File: src/rtl/except_ctrl_if.sv
// Bundle between the MEM-stage pipeline/CP0 side (master) and the exception controller (slave).
// Flush handshake: flush is a one-cycle pulse carrying new_pc; the controller then holds busy
// until it samples flush_ack=1 (legal in the same cycle as flush), then returns to idle via CLEAR.
interface except_ctrl_if #(
    parameter int NUM_HW_INT = 6
);
    logic [NUM_HW_INT-1:0] hw_int;
    logic                  inst_valid;
    logic [7:0]            except;
    logic                  adel;
    logic                  ades;
    logic [31:0]           pc;
    logic [31:0]           data_addr;
    logic                  in_delay_slot;
    logic [31:0]           cp0_status;
    logic [1:0]            cp0_cause_sw;
    logic [31:0]           cp0_epc;
    logic                  flush_ack;

    logic [31:0]           excepttype;
    logic                  flush;
    logic [31:0]           new_pc;
    logic [31:0]           epc_out;
    logic [31:0]           badvaddr_out;
    logic                  badvaddr_we;
    logic                  bd_out;
    logic [NUM_HW_INT-1:0] ip_hw;
    logic                  busy;
    logic [1:0]            dbg_state;

    modport master (
        output hw_int, inst_valid, except, adel, ades, pc, data_addr, in_delay_slot,
               cp0_status, cp0_cause_sw, cp0_epc, flush_ack,
        input  excepttype, flush, new_pc, epc_out, badvaddr_out, badvaddr_we, bd_out,
               ip_hw, busy, dbg_state
    );

    modport slave (
        input  hw_int, inst_valid, except, adel, ades, pc, data_addr, in_delay_slot,
               cp0_status, cp0_cause_sw, cp0_epc, flush_ack,
        output excepttype, flush, new_pc, epc_out, badvaddr_out, badvaddr_we, bd_out,
               ip_hw, busy, dbg_state
    );
endinterface

File: src/rtl/except_ctrl.sv
// MEM-stage exception/interrupt controller: synchronises hardware interrupts, prioritises
// them against the instruction's exception vector and drives a registered flush handshake.
module except_ctrl #(
    parameter int          NUM_HW_INT  = 6,
    parameter int          SYNC_STAGES = 2,
    parameter logic [31:0] EXC_VEC     = 32'hBFC00380,
    parameter bit          ERET_VEC_EN = 1'b1
) (
    input  logic         clk,
    input  logic         resetn,
    except_ctrl_if.slave bus
);

    typedef enum logic [1:0] {
        S_IDLE  = 2'd0,
        S_WAIT  = 2'd1,
        S_CLEAR = 2'd2
    } state_t;

    state_t                state_q;
    logic [NUM_HW_INT-1:0] sync_q [SYNC_STAGES];
    logic [31:0]           excepttype_q;
    logic                  flush_q;
    logic [31:0]           new_pc_q;
    logic [31:0]           epc_q;
    logic [31:0]           badvaddr_q;
    logic                  badvaddr_we_q;
    logic                  bd_q;
    logic                  busy_q;

    logic [NUM_HW_INT+1:0] pend_vec;
    logic [NUM_HW_INT+1:0] im_vec;
    logic                  int_req;
    logic [31:0]           code_d;
    logic [31:0]           badvaddr_d;
    logic [31:0]           epc_d;
    logic [31:0]           new_pc_d;
    logic                  hit;
    logic                  unused_ok;

    // Level-sensitive: the last synchroniser stage is the pending latch itself.
    always_ff @(posedge clk or negedge resetn) begin
        if (!resetn) begin
            for (int i = 0; i < SYNC_STAGES; i++) sync_q[i] <= '0;
        end else begin
            sync_q[0] <= bus.hw_int;
            for (int i = 1; i < SYNC_STAGES; i++) sync_q[i] <= sync_q[i-1];
        end
    end

    assign pend_vec = {sync_q[SYNC_STAGES-1], bus.cp0_cause_sw};
    assign im_vec   = bus.cp0_status[8 +: NUM_HW_INT+2];
    assign int_req  = (|(pend_vec & im_vec)) & bus.cp0_status[0] & ~bus.cp0_status[1];

    always_comb begin
        code_d     = 32'h0;
        badvaddr_d = bus.data_addr;
        if (int_req)                                     code_d = 32'h1;
        else if (bus.except[7]) begin
            code_d     = 32'h4;
            badvaddr_d = bus.pc;
        end
        else if (bus.adel)                               code_d = 32'h4;
        else if (bus.ades)                               code_d = 32'h5;
        else if (bus.except[6])                          code_d = 32'h8;
        else if (bus.except[5])                          code_d = 32'h9;
        else if (bus.except[4] && ERET_VEC_EN)           code_d = 32'he;
        else if (bus.except[3])                          code_d = 32'ha;
        else if (bus.except[2])                          code_d = 32'hc;
    end

    assign hit      = bus.inst_valid && (code_d != 32'h0);
    assign epc_d    = bus.in_delay_slot ? bus.pc - 32'd4 : bus.pc;
    assign new_pc_d = (code_d == 32'he) ? bus.cp0_epc : EXC_VEC;

    always_ff @(posedge clk or negedge resetn) begin
        if (!resetn) begin
            state_q       <= S_IDLE;
            excepttype_q  <= '0;
            flush_q       <= 1'b0;
            new_pc_q      <= '0;
            epc_q         <= '0;
            badvaddr_q    <= '0;
            badvaddr_we_q <= 1'b0;
            bd_q          <= 1'b0;
            busy_q        <= 1'b0;
        end else begin
            case (state_q)
                S_IDLE: begin
                    if (hit) begin
                        excepttype_q  <= code_d;
                        flush_q       <= 1'b1;
                        new_pc_q      <= new_pc_d;
                        epc_q         <= epc_d;
                        bd_q          <= bus.in_delay_slot;
                        badvaddr_q    <= badvaddr_d;
                        badvaddr_we_q <= (code_d == 32'h4) || (code_d == 32'h5);
                        busy_q        <= 1'b1;
                        state_q       <= S_WAIT;
                    end else begin
                        excepttype_q  <= '0;
                        flush_q       <= 1'b0;
                        badvaddr_we_q <= 1'b0;
                    end
                end
                S_WAIT: begin
                    flush_q       <= 1'b0;
                    badvaddr_we_q <= 1'b0;
                    if (bus.flush_ack) begin
                        busy_q  <= 1'b0;
                        state_q <= S_CLEAR;
                    end
                end
                S_CLEAR: begin
                    excepttype_q  <= '0;
                    badvaddr_we_q <= 1'b0;
                    state_q       <= S_IDLE;
                end
                default: state_q <= S_IDLE;
            endcase
        end
    end

    assign bus.excepttype   = excepttype_q;
    assign bus.flush        = flush_q;
    assign bus.new_pc       = new_pc_q;
    assign bus.epc_out      = epc_q;
    assign bus.badvaddr_out = badvaddr_q;
    assign bus.badvaddr_we  = badvaddr_we_q;
    assign bus.bd_out       = bd_q;
    assign bus.ip_hw        = sync_q[SYNC_STAGES-1];
    assign bus.busy         = busy_q;
    assign bus.dbg_state    = state_q;

    assign unused_ok = ^{bus.except[1:0], bus.cp0_status[7:2], bus.cp0_status[31:NUM_HW_INT+10]};

endmodule
File: src/flat_wrapper.sv
// flat-port wrapper written by rule: the top's interface ports become plain ports
module except_ctrl_flat 
#(
    parameter int          NUM_HW_INT  = 6,
    parameter int          SYNC_STAGES = 2,
    parameter logic [31:0] EXC_VEC     = 32'hBFC00380,
    parameter bit          ERET_VEC_EN = 1'b1
)
  (clk, resetn, bus_hw_int, bus_inst_valid, bus_except, bus_adel, bus_ades, bus_pc, bus_data_addr, bus_in_delay_slot, bus_cp0_status, bus_cp0_cause_sw, bus_cp0_epc, bus_flush_ack, bus_excepttype, bus_flush, bus_new_pc, bus_epc_out, bus_badvaddr_out, bus_badvaddr_we, bus_bd_out, bus_ip_hw, bus_busy, bus_dbg_state);
  except_ctrl_if #(.NUM_HW_INT(NUM_HW_INT)) bus_i ();
  input  logic clk;
  input  logic resetn;
  input wire logic [$bits(bus_i.hw_int)-1:0] bus_hw_int;
  input wire logic [$bits(bus_i.inst_valid)-1:0] bus_inst_valid;
  input wire logic [$bits(bus_i.except)-1:0] bus_except;
  input wire logic [$bits(bus_i.adel)-1:0] bus_adel;
  input wire logic [$bits(bus_i.ades)-1:0] bus_ades;
  input wire logic [$bits(bus_i.pc)-1:0] bus_pc;
  input wire logic [$bits(bus_i.data_addr)-1:0] bus_data_addr;
  input wire logic [$bits(bus_i.in_delay_slot)-1:0] bus_in_delay_slot;
  input wire logic [$bits(bus_i.cp0_status)-1:0] bus_cp0_status;
  input wire logic [$bits(bus_i.cp0_cause_sw)-1:0] bus_cp0_cause_sw;
  input wire logic [$bits(bus_i.cp0_epc)-1:0] bus_cp0_epc;
  input wire logic [$bits(bus_i.flush_ack)-1:0] bus_flush_ack;
  output wire logic [$bits(bus_i.excepttype)-1:0] bus_excepttype;
  output wire logic [$bits(bus_i.flush)-1:0] bus_flush;
  output wire logic [$bits(bus_i.new_pc)-1:0] bus_new_pc;
  output wire logic [$bits(bus_i.epc_out)-1:0] bus_epc_out;
  output wire logic [$bits(bus_i.badvaddr_out)-1:0] bus_badvaddr_out;
  output wire logic [$bits(bus_i.badvaddr_we)-1:0] bus_badvaddr_we;
  output wire logic [$bits(bus_i.bd_out)-1:0] bus_bd_out;
  output wire logic [$bits(bus_i.ip_hw)-1:0] bus_ip_hw;
  output wire logic [$bits(bus_i.busy)-1:0] bus_busy;
  output wire logic [$bits(bus_i.dbg_state)-1:0] bus_dbg_state;
  assign bus_i.hw_int = bus_hw_int;
  assign bus_i.inst_valid = bus_inst_valid;
  assign bus_i.except = bus_except;
  assign bus_i.adel = bus_adel;
  assign bus_i.ades = bus_ades;
  assign bus_i.pc = bus_pc;
  assign bus_i.data_addr = bus_data_addr;
  assign bus_i.in_delay_slot = bus_in_delay_slot;
  assign bus_i.cp0_status = bus_cp0_status;
  assign bus_i.cp0_cause_sw = bus_cp0_cause_sw;
  assign bus_i.cp0_epc = bus_cp0_epc;
  assign bus_i.flush_ack = bus_flush_ack;
  assign bus_excepttype = bus_i.excepttype;
  assign bus_flush = bus_i.flush;
  assign bus_new_pc = bus_i.new_pc;
  assign bus_epc_out = bus_i.epc_out;
  assign bus_badvaddr_out = bus_i.badvaddr_out;
  assign bus_badvaddr_we = bus_i.badvaddr_we;
  assign bus_bd_out = bus_i.bd_out;
  assign bus_ip_hw = bus_i.ip_hw;
  assign bus_busy = bus_i.busy;
  assign bus_dbg_state = bus_i.dbg_state;
  except_ctrl #(.NUM_HW_INT(NUM_HW_INT), .SYNC_STAGES(SYNC_STAGES), .EXC_VEC(EXC_VEC), .ERET_VEC_EN(ERET_VEC_EN)) u_core (.clk(clk), .resetn(resetn), .bus(bus_i));
endmodule
File: config.mk
export PLATFORM = sky130hd
export DESIGN_NAME = except_ctrl_flat
export DESIGN_NICKNAME = d
export VERILOG_FILES = /design/src/rtl/except_ctrl_if.sv /design/src/rtl/except_ctrl.sv /design/src/flat_wrapper.sv
export SDC_FILE = /design/constraint.sdc
export NUM_CORES = 1
export LEC_CHECK = 0
export CORE_AREA = 2 2 130 132
export DETAILED_ROUTE_END_ITERATION = 10
export DIE_AREA = 0 0 132 134
export PLACE_DENSITY = 0.76
export SLEW_MARGIN = 20
export SYNTH_ARGS = -nofsm -noshare
export SYNTH_HDL_FRONTEND = slang
export SYNTH_SLANG_ARGS = --single-unit
File: constraint.sdc
create_clock -name clk -period 1.9 [get_ports clk]
set_input_delay 0.57 -clock clk [delete_from_list [all_inputs] [get_ports clk]]
set_output_delay 0.57 -clock clk [all_outputs]
set_load 0.01 [all_outputs]
# Yosys cells after proc, flatten, opt, wreduce, memory -nomap -nowiden
# Index checks and enable logic that the tools add are counted.
[classes]
multipliers = 0
n_mux = 25
reduce_logical = 12
eq_ne = 7
addsub = 1
n_div = 0
bitwise = 4
magnitude_cmp = 0
n_shift = 0
[op_table]
columns = ["op", "n"]
rows = [
  ["2-to-1 mux 32 bit", 13],
  ["== test 32 x 3 -> 1 bit, second input constant", 2],
  ["one-hot mux 32 bit (2 select lines)", 1],
  ["== test 32 x 4 -> 1 bit, second input constant", 1],
  ["nonzero test 32 bit", 1],
  ["subtractor 32 x 3 -> 32 bit, second input constant", 1],
  ["bitwise AND 8 bit", 1],
  ["OR reduction 8 bit", 1],
  ["one-hot mux 1 bit (2 select lines)", 3],
  ["nonzero test 2 bit", 3],
  ["2-to-1 mux 1 bit", 4],
  ["2-to-1 mux 2 bit", 2],
  ["2-to-1 mux 4 bit", 1],
  ["one-hot mux 2 bit (2 select lines)", 1],
  ["AND reduction 2 bit", 2],
  ["AND reduction 3 bit", 1],
  ["bitwise AND 1 bit", 2],
  ["== test 2 x 1 -> 1 bit, second input constant", 1],
  ["== test 2 bit, second input constant", 1],
  ["zero test 2 bit", 1],
  ["inequality test 2 x 1 -> 1 bit, second input constant", 1],
  ["inequality test 2 bit, second input constant", 1],
  ["OR reduction 2 bit", 1],
  ["logical AND 1 bit", 1],
  ["2 further kinds", 2],
]
[totals]
register_bits = 146
ram_bits = 0
memories = 0
rom_bits = 0
wordCells = 60
latchBits = 0
inputBits = 151
out_inout_bits = 140

# Longest topological paths before layout
# Gate-level depths: netlist (run 1).
[logic_depth]
word_depth = 13
ltp_mapped = 8
ltp_nobuf = 7

# Least setup slack after synthesis (run 1)
# OpenSTA, ideal clock, no wires.
[synth_path]
path_type = "input to register"
from = "input port bus_pc[12]"
to = "register u_core.epc_q[27], in the netlist u_core.bus.epc_out[27]"
t_arrival_ns = 2.070
setup_ns = 0.125
path_buffers = 1
setup_slack_ns = -0.295
t_required_ns = 1.775
path_stages = 6
cell_sequence = "or4_4 -> nor4_4 -> buf_6 -> nand4_1 -> xnor2_1 -> mux2_2"
[synth_between]
elab_chain_cells = 2
[synth_lines]
columns = ["item", "line_no", "rtl"]
rows = [
  ["from (decl)", "flat_wrapper.sv:18", "input wire logic [$bits(bus_i.pc)-1:0] bus_pc;"],
  ["subtractor 32 x 3 -> 32 bit", "except_ctrl.sv:73", "assign epc_d = bus.in_delay_slot ? bus.pc - 32'd4 : bus.pc;"],
  ["2-to-1 mux 32 bit", "except_ctrl.sv:73", ""],
  ["to (signal assigned)", "except_ctrl.sv:94", "epc_q <= epc_d;"],
  ["to (decl)", "except_ctrl.sv:25", "logic [31:0] epc_q;"],
]
# No other way between the ends.
# A chain may end at the register's enable or synchronous reset.

# Final worst setup path (run 1)
[layout_path]
from = "input port bus_except[6]"
to = "register u_core.epc_q[13], in the netlist u_core.bus.epc_out[13]"
[layout_between]
elab_chain_cells = 8
[layout_lines]
columns = ["item", "line_no", "rtl"]
rows = [
  ["from (decl)", "flat_wrapper.sv:15", "input wire logic [$bits(bus_i.except)-1:0] bus_except;"],
  ["2-to-1 mux 32 bit", "except_ctrl.sv:65", "else if (bus.except[6]) code_d = 32'h8;"],
  ["2-to-1 mux 32 bit", "except_ctrl.sv:64", "else if (bus.ades) code_d = 32'h5;"],
  ["2-to-1 mux 32 bit", "except_ctrl.sv:63", "else if (bus.adel) code_d = 32'h4;"],
  ["2-to-1 mux 32 bit", "except_ctrl.sv:59", "else if (bus.except[7]) begin"],
  ["2-to-1 mux 32 bit", "except_ctrl.sv:58", "if (int_req) code_d = 32'h1;"],
  ["nonzero test 32 bit", "except_ctrl.sv:72", "assign hit = bus.inst_valid && (code_d != 32'h0);"],
  ["logical AND 1 bit", "except_ctrl.sv:72", ""],
  ["AND reduction 2 bit (no line)", "--", ""],
]
# No other way between the ends.

==> reports/summary.md, run 1 <==
The die covers 17700 µm². From synthesis to final layout, the design area changed by 73.6%. The slowest stage of the critical path is the or4_4 cell.

The x dimension of the die is 132 µm, and the via count of the first global-routing pass is 5615. Derived from the worst setup path, the maximum achievable clock frequency is 500 MHz. The cell chosen for the clock root is clkbuf_16.

The clock tree synthesis step divided the H-tree into 4 levels. Dividing the detail-routed via count by the number of cells gives 5.15. The final total negative setup slack came out at -0.350 ns.

The share of flip-flops with an asynchronous set or reset after synthesis came out at 100%. Total area of sequential cells: 2950 µm². The largest area contributor in the netlist was dfrtp_1. The initial utilization of the core area, before any placement, comes to 36.3%.

In this run the power density over the cells is 1170 nW/µm². The maximum number of pins on one net before global-route repair was 73; the final period demand of the worst path was 2.00 ns. The number of buffers added by the clock tree synthesis step was 17; the share of post-route cells with drive strength above 1 was 27.0%. Routability-driven placement finished with a final weighted congestion of 0.808.

In the synthesized netlist, the number of instances is 536. The critical path goes through dlygate4sd2_1 > or4_4 > nor2_4 > a31oi_4 > buf_12 > buf_12 > buf_16 > mux2_4. The count of endpoints failing hold in the final timing report was 0; the floorplan die height was 134 µm. The tools report the critical path launch point type as a primary input. The number of instances in the placed design is 1034, and the first-pass iteration count of the detailed router is 4. Type of the worst setup path: primary input to flip-flop.

The tools report the area of the multi-input gates as 2920 µm². In the global route stage, overall resource usage came out at 23.5%. The post-synthesis xor/xnor area fraction was 3.85%. The final worst slack was -0.100 ns. Setup repair after global routing could not meet its margin everywhere. The routed via count was 5634; the combined buffer and inverter count along the critical path was 4. The synthesized netlist contains 52 unique library cells. In this run, synthesis produced a sequential element count of 118. The total power of the final layout is 12000 µW, and the maximum fanout along the worst path is 5.

The number of enable-type register cells in the synthesized netlist is 0, and the Yosys warning count is 0. For this design the top-level I/O count stands at 291. Yosys attributes the largest share of cell area to dfrtp_1 50%, o22a_1 6.7%, mux2_2 5.7%. The clock-pin slew of the registers on the worst-case setup and hold paths is 0.06 ns. The share of Yosys cell area claimed by the top area cell type was 49.9%.

Most used flip-flop cell after synthesis: dfrtp_1. At the pin with the least slew margin, the transition time is 0.643 ns. Detailed placement ended at an HPWL of 13900 µm.

In this design, the critical path's most frequently occurring cell is buf_12. The later pin in the worst-skew pair is clocked with a latency of 0.41 ns. The average footprint of a synthesized cell was 11.0 µm².

The number of antenna violations at the first check in global routing was 0. Headroom to the max-slew limit came out at 57.2%. Final-report max-slew violation count: 0. For the synthesized area, the log shows 5920 µm². The required arrival time at the worst endpoint was 2.19 ns.

The fraction of synthesized area in multiplexers is 6.26%, and the stage delay of the slowest cell on the critical path is 0.46 ns. The type of the tightest min-delay check is primary input to asynchronous set/reset pin. IR analysis of the VDD net gives a maximum drop of 0.713 mV. Setup violations remaining at the end of the flow were counted as 13. The synthesized netlist devotes 1.06% of its cell area to adder and majority cells. The first routing iteration left 294 violations. The longest clock path from root to sink contains 2 buffers. The number of port buffers is 238. TritonCTS built the clock tree. The tools report the number of maximum-capacitance constraint violations as 0.

Average wire per cell in the routed design: 19.3 µm. Across the routed clock network, the largest skew measured is 0.00639 ns. Summing the areas of all compound-gate instances in the mapped netlist gives 20.9% of the synthesized area. For the first-pass GRT wire length, the log shows 32100 µm.

The final reports fail on negative setup slack. STA puts the critical path data arrival time at 2.29 ns. The placeable core region was 16300 µm².

By area, the combinational part of the netlist is dominated by compound AO/OA/AOI/OAI gates. For this run, the number of standard cells in the final layout without fillers is 1094. The worst setup path is captured at a flip-flop. The fraction of the cycle the final worst path needs came out at 105%.

The flow ran to the end, but the final reports show violations. CTS saw 118 sinks. The total overflow left after global routing is 0. The number of rows in the core area came out at 47. The cell family contributing the most delay on the critical path is buffers and inverters. In this run the remaining antenna-violating nets after routing total 0. The layout has 1322 filler cells. The count of inserted antenna diode cells is 0, and the final routed wirelength across all metal layers is 21100 µm. After the last flow step, the layout net total stands at 1018. Sequential cells were found to cover 49.9% of the synthesized design area. The tools report the leakage power as 0.00489 µW. The number of hold buffers added after CTS was 0.

Of the total synthesized cell area, the portion taken by AND, OR, NAND and NOR gates is 10.5%. The tools report the count of unresolved DRC violations after routing as 0.
area by class of cell:
class / instances / area share [%]
multi-input combinational: 370 / 28.4
tap: 220 / 2.68
timing repair buffer: 348 / 33.9
clock inverter: 8 / 1.17
inverter: 7 / 0.256
sequential: 118 / 28.8
clock buffer: 23 / 4.85
layer usage:
layer	GRT usage (%)	vias to the layer above	part of all wire, %
li1	-	2567	-
met1	29.1	2797	41
met2	39.4	237	50
met3	6.39	33	6.7
met4	8.82	0	2.3
met5	0	-	0
power breakdown:
part           internal, µW  total, µW  switching, µW
clock network          2220       3350           1130
registers              3320       3770            448
logic                  2740       4920           2180
total                  8280      12000           3760
registers in the layout, indices dropped and copies added, names as in the netlist:
signal and cells:
u_core.bus.badvaddr_out 32, u_core.bus.busy 1, u_core.bus.dbg_state 2, u_core.bus.badvaddr_we 1, u_core.bus.epc_out 32, u_core.bus.flush 1
u_core.bus.new_pc 32, u_core.sync_q 6, u_core.bus.ip_hw 6, u_core.bus.excepttype 4, u_core.bus.bd_out 1
cells in the mapped netlist, types with 6 or more instances:
master,count
a21boi_0,33
a21oi_1,9
a22o_1,23
buf_2,6
buf_4,34
clkbuf_1,21
dfrtp_1,118
inv_1,7
mux2_2,30
nand2_1,54
nand3_1,6
nand4_1,6
nor2_1,11
nor3_1,8
o22a_1,45
o22ai_1,33
xnor2_1,18
xor2_1,8
kinds of logic after synthesis:
group	Yosys count
buf+inv	76
other cells	1
mux	33
compound gates	160
fa+ha+maj	5
flops	118
simple gates	117
xor+xnor	26
metrics by stage:
stage | utilization, % | setup WS, ns | hold WS (ns) | area (µm²)
after floorplan | - | -0.295 | 0.274 | 6150
after global placement | 55.5 | -0.834 | 0.331 | 9030
after detailed placement | 55.5 | -0.852 | 0.335 | 9030
after CTS | 61.6 | -0.0986 | 0.187 | 10000
after global routing | 63.0 | -0.146 | 0.204 | 10300
final | 63.0 | -0.100 | 0.185 | 10300
repair_timing:
item | CTS | global route
gates cloned | 8 | 1
pin swaps | 26 | 26
endpoints found under the setup margin | 150 | 149
setup buffers | 18 | 5
gates resized for setup | 138 | 105
placed cells by master, fill, tap and decap left out, types with 6 or more instances in the layout:
cell             Yosys  routed
a21boi_0            33      32
a21oi_1              9       6
a22o_1              23      23
buf_12               0       9
buf_4               34      84
buf_6                3      13
clkbuf_16            0      18
clkbuf_2             0      11
clkdlybuf4s15_1      0       7
clkdlybuf4s50_1      0      98
conb_1               1      28
dfrtp_1            118     118
dlygate4sd2_1        0      63
dlymetal6s2s_1       0      52
mux2_2              30      22
mux2_4               0      10
nand2_1             54      53
nand4_1              6       6
nor2_1              11       9
o22a_1              45      45
o22ai_1             33      32
xnor2_1             18      18
xor2_1               8       8
path summary, 6_finish.rpt:
kind                                          startpoint  cells past startpoint  slack (ns)                                       to
max in group asynchronous                         resetn                      2        1.16  u_core.bus.badvaddr_out[31]$_DFFE_PN0P_
max                                        bus_except[6]                      8       -0.10       u_core.bus.epc_out[13]$_DFFE_PN0P_
min reg2reg                   u_core.sync_q[7]$_DFF_PN0_                      0        0.34            u_core.bus.ip_hw[1]$_DFF_PN0_
min                                               resetn                      2        0.18       u_core.bus.badvaddr_we$_DFFE_PN0P_
max reg2reg                u_core.bus.ip_hw[1]$_DFF_PN0_                      8       -0.10       u_core.bus.epc_out[13]$_DFFE_PN0P_
min in group clk              u_core.sync_q[7]$_DFF_PN0_                      0        0.34            u_core.bus.ip_hw[1]$_DFF_PN0_
No activity file was read; power rests on OpenSTA's default activity.
==> run 2: changes to the inputs <==
SLEW_MARGIN = 25   (was 20)
==> results of run 2 <==
The final DEF is identical to that of run 1; final timing and power are the same.
